<file path="config.mk">
export PLATFORM = sky130hd
export DESIGN_NAME = bank_word_packer
export DESIGN_NICKNAME = d
export VERILOG_FILES = /design/src/rtl/bank_word_packer.sv
export SDC_FILE = /design/constraint.sdc
export NUM_CORES = 1
export LEC_CHECK = 0
export CORE_UTILIZATION = 50
export DETAILED_ROUTE_END_ITERATION = 12
export PLACE_DENSITY_LB_ADDON = 0.2
export SLEW_MARGIN = 20
export SYNTH_ARGS = -nofsm -noshare
export SYNTH_HDL_FRONTEND = slang
export SYNTH_SLANG_ARGS = --single-unit
</file>
<file path="constraint.sdc">
create_clock -name clk -period 8.95 [get_ports clk]
set_clock_uncertainty 0.1 [all_clocks]
set_input_delay 1.3425 -clock clk [delete_from_list [all_inputs] [get_ports clk]]
set_output_delay 1.3425 -clock clk [all_outputs]
set_load 0.005 [all_outputs]
</file>
<file path="src/rtl/bank_word_packer.sv">
// Packs a stream of pixels into bank-wide words and tags each word with
// its address within the bank; pix_last flushes a partial word early.
module bank_word_packer #(
    parameter int BLOCK_COUNT      = 4,
    parameter int BLOCK_DATA_WIDTH = 32,
    parameter int BANDWIDTH        = BLOCK_COUNT * BLOCK_DATA_WIDTH,
    parameter int PIXEL_WIDTH      = 16,
    parameter int ADDR_WIDTH       = 8
) (
    input  logic                   clk,
    input  logic                   rst,
    input  logic                   frame_start,
    input  logic                   pix_valid,
    output logic                   pix_ready,
    input  logic [PIXEL_WIDTH-1:0] pix_data,
    input  logic                   pix_last,
    output logic                   word_valid,
    input  logic                   word_ready,
    output logic [BANDWIDTH-1:0]   word_data,
    output logic [ADDR_WIDTH-1:0]  word_addr,
    output logic                   word_last
);

    localparam int PPW = BANDWIDTH / PIXEL_WIDTH;
    localparam int CW  = (PPW > 1) ? $clog2(PPW) : 1;
    localparam logic [CW-1:0] LAST_SLOT = CW'(PPW - 1);

    logic [CW-1:0]         fill_cnt;
    logic [BANDWIDTH-1:0]  acc;
    logic [ADDR_WIDTH-1:0] next_addr;

    logic                  pix_fire;
    logic                  word_fire;
    logic                  close;
    logic [CW-1:0]         slot;
    logic [BANDWIDTH-1:0]  acc_base;
    logic [BANDWIDTH-1:0]  acc_merged;
    logic [ADDR_WIDTH-1:0] addr_base;

    // Handshake: a side transfers when valid && ready on a rising edge; valid
    // never waits on ready, and the output register frees up in the same
    // cycle it is consumed, so pixels keep flowing at one per cycle.
    assign pix_ready = !word_valid || word_ready;
    assign pix_fire  = pix_valid && pix_ready;
    assign word_fire = word_valid && word_ready;

    // frame_start makes the pixel of this very cycle slot 0 of a fresh word.
    always_comb begin
        slot       = frame_start ? '0 : fill_cnt;
        acc_base   = frame_start ? '0 : acc;
        addr_base  = frame_start ? '0 : next_addr;
        acc_merged = acc_base;
        acc_merged[int'(slot) * PIXEL_WIDTH +: PIXEL_WIDTH] = pix_data;
        close      = pix_fire && (pix_last || (slot == LAST_SLOT));
    end

    always_ff @(posedge clk or posedge rst) begin
        if (rst) begin
            word_valid <= 1'b0;
            word_data  <= '0;
            word_addr  <= '0;
            word_last  <= 1'b0;
            fill_cnt   <= '0;
            acc        <= '0;
            next_addr  <= '0;
        end else begin
            if (close) begin
                word_valid <= 1'b1;
                word_data  <= acc_merged;
                word_addr  <= addr_base;
                word_last  <= pix_last;
            end else if (word_fire) begin
                word_valid <= 1'b0;
            end

            // The accumulator is zeroed on every close so flushed words carry zero pad.
            if (close) begin
                acc       <= '0;
                fill_cnt  <= '0;
                next_addr <= addr_base + 1'b1;
            end else if (pix_fire) begin
                acc       <= acc_merged;
                fill_cnt  <= slot + 1'b1;
                next_addr <= addr_base;
            end else if (frame_start) begin
                acc       <= '0;
                fill_cnt  <= '0;
                next_addr <= '0;
            end
        end
    end

endmodule

</file>
# Word level (Yosys, flattened, before mapping)
# Index checks and enable logic that the tools add are counted.
# word_totals
register_bits,277
wordCells,31
# op_classes
shifts,2
add_sub_neg,3
reduce_logical,7
muxes,11
n_eq_ne,1
# ops
operator,n
2-to-1 mux 128 bit,3
bitwise mux 128 bit,1
variable shift 16 x 33 -> 128 bit (first input constant),1
variable part select 16 x 33 -> 128 bit,1
negation 7 -> 33 bit,1
2-to-1 mux 8 bit,2
2-to-1 mux 3 bit,3
adder 8 x 1 -> 8 bit (second input constant),1
adder 3 x 1 -> 3 bit (second input constant),1
== test 3 bit (second input constant),1
logical AND 1 bit,3
logical OR 1 bit,2
2-to-1 mux 1 bit,2
nonzero test 2 bit,1
logical NOT 1 bit,1

# Logic depth before layout (Yosys ltp)
# Gate-level depths: netlist (run 1).
# depth
depth_word,6
mapped_depth,14

# Worst setup path before layout (run 1)
# Ideal clock, no wire load.
# synth_timing
path_kind,in2reg
start,input port frame_start
end,register acc[69]
n_path_buf,4
t_required_ns,8.729
t_arrival_ns,3.683
path_stages,11
setup_time_ns,0.121
setup_slack_ns,5.046
path_cell_list,buf_6 -> or2b_1 -> clkbuf_1 -> ha_1 -> ha_1 -> or4b_1 -> nor3_2 -> buf_6 -> o21ai_2 -> buf_2 -> a22o_1
# synth_via
elab_chain_cells,6
elab_cells_between_ends,11
# synth_rtl
item,line_no,source
"start, declared",12,"input logic frame_start,"
2-to-1 mux 3 bit,--,
negation 7 -> 33 bit,53,acc_merged[int'(slot) * PIXEL_WIDTH +: PIXEL_WIDTH] = pix_data;
variable part select 16 x 33 -> 128 bit / variable shift 16 x 33 -> 128 bit (equally long branches),53,
bitwise mux 128 bit,53,
2-to-1 mux 128 bit,81,end else if (pix_fire) begin
2-to-1 mux 128 bit (*),77,if (close) begin
"end signal, assigned",82,acc <= acc_merged;
"end, declared",29,logic [BANDWIDTH-1:0] acc;
# Every way passes the cells marked *; elsewhere a longest branch is shown, timed or not.
# A chain may end at the register's enable or synchronous reset.

# Worst setup path in the final report (run 1)
# layout_timing
start,input port frame_start
end,register word_data[33]
# layout_via
elab_chain_cells,4
elab_cells_between_ends,9
# layout_rtl
item,line_no,source
2-to-1 mux 3 bit,--,
negation 7 -> 33 bit / == test 3 bit (equally long branches),"53, 54",
"variable part select 16 x 33 -> 128 bit, or another cell as far along",53,
bitwise mux 128 bit / logical AND 1 bit (equally long branches),"53, 54",
"end signal, assigned",69,word_data <= acc_merged;
"end, declared",19,"output logic [BANDWIDTH-1:0] word_data,"
# Several ways; a longest one is shown, not always the timed one.

==> impl_metrics.tcl, run 1 <==
set metrics [dict create \
    maxCapViolations 0 \
    setup-tns-final_ns 0 \
    slew_headroom 0.256 \
    syn2layout_area_growth_pct 21.3 \
    path_buf_inv 3 \
    crit_path_end_kind "register" \
    fin_cells 1621 \
    synth_area_um2 12600 \
    clkTransAtPathRegs_ns 0.06 \
    wire_per_inst_um 19.1 \
    critical_path_arrival_ns 5.25 \
    gp_congestion 0.840 \
    grt_util_all_layers 0.242 \
    synth_cell_types 47 \
    synthTopCellsByArea "dfrtp_1, mux2_2, nand2b_1, nand2_1, o21ai_0" \
    cts_resized 0 \
    io_buffers 160 \
    powerDensity_nw_per_um2 182 \
    synth_ff_type "dfrtp_1" \
    finalCriticalPeriod_ns 4.98 \
    drt-initial-drc-count 569 \
    hold_class "register to register" \
    numCtsBuffers 28 \
    hpwlAfterDp_mm 19.1 \
    first_global_vias 8941 \
    hold_viol 0 \
    grt_max_degree 166 \
    dieArea_um2 25800 \
    n_antenna_cell 0 \
    root_buffer "clkbuf_16" \
    cts_tree "yes" \
    dpl.cell_count 1568 \
    finalCritPeriodShare 0.556 \
    synth-edff-count 0 \
    rsz0062_at_grt "false" \
    critical_path.max_fanout 124 \
    synth-seq-area-share 0.551 \
    place_area_um2 14200 \
    synthTopCellsByCount "dfrtp_1, nand2_1, o21ai_0, nand2b_1, mux2_2" \
    htreeDepth 1 \
    final_area_um2 15300 \
    async_flop_share 1.00 \
    cts_setup_buffers 0 \
    synth_cells 1165 \
    drc 0 \
    whs_ns 0.375 \
    start_kind "primary input" \
    clock_path_buffers 3 \
    slowest_stage "buf_4" \
    crit_family "simple AND/OR/NAND/NOR gates" \
    clkSinkCount 277 \
    first_pass_iters 6 \
    core_um2 24500 \
    synth_top_area_cell "dfrtp_1" \
    yosysMostFrequentCell "dfrtp_1" \
    num-nets-final 1306 \
    syn_nets 1196 \
    antenna_found_initial 0 \
    yosysWarnings 0 \
    synth.avg_cell_area_um2 10.8 \
    cts_hold_buf 0 \
    routed_wirelength_mm 30.9 \
    p_total_mw 2.77 \
    slowest_delay_ns 0.85 \
    grt_pass1_wl_mm 49.5 \
    vias 9166 \
    synth_top_area_frac 0.551 \
    leakage_nw 6.16 \
    overflow 0 \
    viasPerCell 5.65 \
    fmax_ghz 0.201 \
    setup_viol 0 \
    io_pins 161 \
    ant_nets 0 \
    die_h_um 161 \
    status "complete, no violations" \
    tightestPinTransition_ns 1.12 \
    clk_latency_ns 0.54 \
    synth_seq_cells 277 \
    rows 57 \
    path_cells "buf_4, or2b_1, inv_1, ha_1, ha_1, or2_0, nand3_4, buf_4, o21ai_0" \
    cp.required_ns 9.22 \
    crit_type "primary input to register" \
    vdd_drop_max_uv 120 \
    drive_gt1_frac 0.139 \
    report.final.slew_viol_count 0 \
    initial_utilization 0.514 \
    dieWidth_um 161 \
]
-- metrics by stage --
step / utilization / worst slack (ns)
final: 0.624 / 3.97
after global routing: 0.624 / 3.57
after CTS: 0.623 / 3.94
after detailed placement: 0.581 / 3.37
after global placement: 0.581 / 3.64
after floorplan: - / 3.84
-- final timing paths --
check	from	endpoint	slack, ns	depth (start not counted)
max in group asynchronous	rst	acc[82]	6.10	4
max reg2reg	fill_cnt[0]	word_data[33]	4.75	8
max	frame_start	word_data[33]	3.97	9
min in group asynchronous	rst	word_data[56]	1.29	3
min reg2reg	word_data[68]	word_data[68]	0.37	2
min	word_data[68]	word_data[68]	0.37	2
-- tightest hold or removal path: cells and delay by family (launching register included) --
| kind | cells | cell delay (ns) |
|---|---|---|
| simple gates | 1 | 0.04 |
| flops | 1 | 0.34 |
| compound gates | 1 | 0.06 |
-- state kept, by name, indices dropped and copies added (netlist names) --
register	count
acc	128
word_data	128
next_addr	8
word_addr	8
fill_cnt	3
word_last	1
word_valid	1
-- report_power, final --
part | switching, mW | internal [mW] | leakage (nW)
clock network | 0.493 | 0.780 | 0.503
logic | 0.136 | 0.0739 | 1.82
registers | 0.0134 | 1.28 | 3.84
-- metal layers --
metal	vias up	wire, um	global-route usage
li1	4312	-	-
met1	4534	14000	0.349
met2	274	14300	0.381
met3	46	1900	0.0374
met4	0	756	0.0701
met5	-	0	0
-- cell usage in the layout, fill, tap and decap left out, types with 2 or more instances in the layout --
cell type,count
a21oi_2,3
a22o_1,33
a22oi_1,16
buf_4,8
bufinv_16,4
clkbuf_1,4
clkbuf_16,29
clkbuf_8,9
clkdlybuf4s50_1,159
clkinv_2,4
clkinvlp_4,2
dfrtp_1,277
ha_1,9
inv_1,5
mux2_1,3
mux2_2,98
mux2i_1,16
nand2_1,176
nand2b_1,106
nand3_1,17
nand4_1,3
nor2_1,8
nor2b_1,37
nor3_1,2
nor3_2,2
o21a_1,4
o21ai_0,119
o21ai_1,17
o22ai_1,86
o22ai_2,10
or3_1,4
xnor2_1,6
-- kinds of logic after synthesis --
group | share of synthesized area
simple gates | 0.149
buf+inv | 0.0377
mux | 0.103
compound gates | 0.146
flops | 0.551
fa+ha+maj | 0.00896
xor+xnor | 0.00418
-- final cells by class --
class	instances	area (um2)
timing repair buffer	169	1690
clock buffer	42	865
inverter	6	26.3
sequential	277	6930
clock inverter	10	156
multi-input combinational	793	5190
tap	324	405
fill	2021	9200
Power figures use the tool's default switching activity.
==> inputs of run 2 (changes only) <==
Settings changed: CORE_UTILIZATION 50 to 56.
Clock period 8.95 ns to 4.6 ns, I/O delays scaled along.
==> run 2 against run 1 <==
Register-to-register slack worse by 3.5 ns. Sequential power is 95% higher. Largest cell class unchanged. Worst hold slack improved by 0.0035 ns. Setup slack lost 2.7 ns.
==> impl_metrics.tcl, run 2 (synthesis results as in run 1) <==
set metrics [dict create \
    htreeDepth 1 \
    antenna_found_initial 0 \
    numCtsBuffers 28 \
    cp.required_ns 4.88 \
    rows 54 \
    syn2layout_area_growth_pct 21.4 \
    crit_type "register to register" \
    setup-tns-final_ns 0 \
    hold_class "register to register" \
    fmax_ghz 0.301 \
    final_cell_mix "dfrtp_1, nand2_1, clkdlybuf4s50_1" \
    core_um2 21900 \
    reg_top3 "acc x128, word_data x128" \
    maxCapViolations 0 \
    setup_viol 0 \
    status "complete, no violations" \
    drive_gt1_frac 0.145 \
    n_antenna_cell 0 \
    ant_nets 0 \
    root_buffer "clkbuf_16" \
    finalCritPeriodShare 0.722 \
    drc 0 \
    critical_path.max_fanout 70 \
    grt_max_degree 113 \
    hpwlAfterDp_mm 19.5 \
    grt_util_all_layers 0.267 \
    dieArea_um2 23100 \
    rsz0062_at_grt "false" \
    vias 9248 \
    wire_per_inst_um 19.3 \
    wl_met3_mm 1.93 \
    leakage_nw 6.20 \
    final_common_cell "dfrtp_1" \
    finalCriticalPeriod_ns 3.32 \
    io_pins 161 \
    slew_headroom 0.326 \
    critical_path_arrival_ns 3.60 \
    path_cells "or2b_1, inv_1, ha_1, ha_1, or2_0, nand3_4, buf_4, nand2_1, o21ai_0" \
    slowest_delay_ns 0.57 \
    first_pass_iters 5 \
    vdd_drop_max_uv 257 \
    dieWidth_um 152 \
    routed.top_layer "met4" \
    clkTransAtPathRegs_ns 0.07 \
    wl_met2_mm 14.3 \
    setup_slack_ns 1.28 \
    powerDensity_nw_per_um2 348 \
    slowest_stage "nand3_4" \
    clock_path_buffers 3 \
    preCtsSetupSlack_ns 0.771 \
    cp_common_cell "ha_1" \
    io_buffers 160 \
    tightestPinTransition_ns 1.01 \
    clk_latency_ns 0.54 \
    fin_util 0.697 \
    wl_met1_mm 13.6 \
    r2r_cells 9 \
    hold_viol 0 \
    regArea_um2 6930 \
    nFillCells 1618 \
    overflow 0 \
    die_h_um 152 \
    gp_congestion 0.849 \
    worst_hold_path.num_cells 2 \
    grt_pass1_wl_mm 49.5 \
    routed_wirelength_mm 30.6 \
    clkSinkCount 277 \
    cts_resized 0 \
    cts_setup_buffers 0 \
    drt-initial-drc-count 623 \
    first_global_vias 9096 \
    cts_tree "yes" \
    start_kind "register" \
    cts_hold_buf 0 \
    viasPerCell 5.83 \
    report.final.slew_viol_count 0 \
    num-nets-final 1316 \
    multi_input_area_um2 5190 \
    initial_utilization 0.574 \
    crit_path_end_kind "register" \
]
[run 2: cell count changes in the layout (fill, tap and decap cells not counted)]
| cell | delta |
|---|---|
| buf_12 | +3 |
| buf_4 | +8 |
| buf_8 | -1 |
| clkbuf_1 | +1 |
| clkbuf_8 | -5 |
| clkinv_2 | +5 |
| clkinv_4 | -1 |
[run 2: path summary, 6_finish.rpt]
path	startpoint	endpoint	slack, ns
min	word_data[47]	word_data[47]	0.38
min in group asynchronous	rst	word_data[60]	0.58
max reg2reg	fill_cnt[0]	word_data[53]	1.28
max in group asynchronous	rst	word_data[17]	2.86
min reg2reg	word_data[47]	word_data[47]	0.38
max	fill_cnt[0]	word_data[53]	1.28
[run 2: per-layer routing]
| layer | up-vias | track usage |
|---|---|---|
| li1 | 4319 | - |
| met4 | 0 | 0.0905 |
| met1 | 4587 | 0.383 |
| met3 | 55 | 0.0462 |
| met5 | - | 0 |
| met2 | 287 | 0.414 |
[run 2: area by class of cell]
class / count / share of cell area
clock buffers: 38 / 0.0524
well taps: 280 / 0.0230
repair buffers: 179 / 0.117
inverters: 6 / 0.00172
clock inverters: 14 / 0.0113
multi-input cells: 793 / 0.340
flip-flops and latches: 277 / 0.454
[run 2: worst max-delay path: cells and delay by family (launching register included)]
family / cells / cell delay, ns
compound gates: 1 / 0.10
flops: 1 / 0.46
simple gates: 4 / 1.51
fa+ha+maj: 2 / 0.32
buf+inv: 2 / 0.64
[run 2: metrics by stage]
stage	cell area, um2	instances	power, mW	hold slack [ns]
2_1_floorplan	12600	1165	2.78	0.373
3_3_place_gp	14300	1535	2.96	0.362
3_5_place_dp	14300	1535	2.97	0.370
4_1_cts	15300	1587	5.34	0.384
5_1_grt	15300	1587	5.46	0.400
6_report	15300	1587	5.31	0.378
[run 2: power by group]
part	switching, mW	internal, mW	total, mW
clock	0.949	1.44	2.39
combinational	0.266	0.151	0.417
sequential	0.0245	2.48	2.51
total	1.24	4.07	5.31
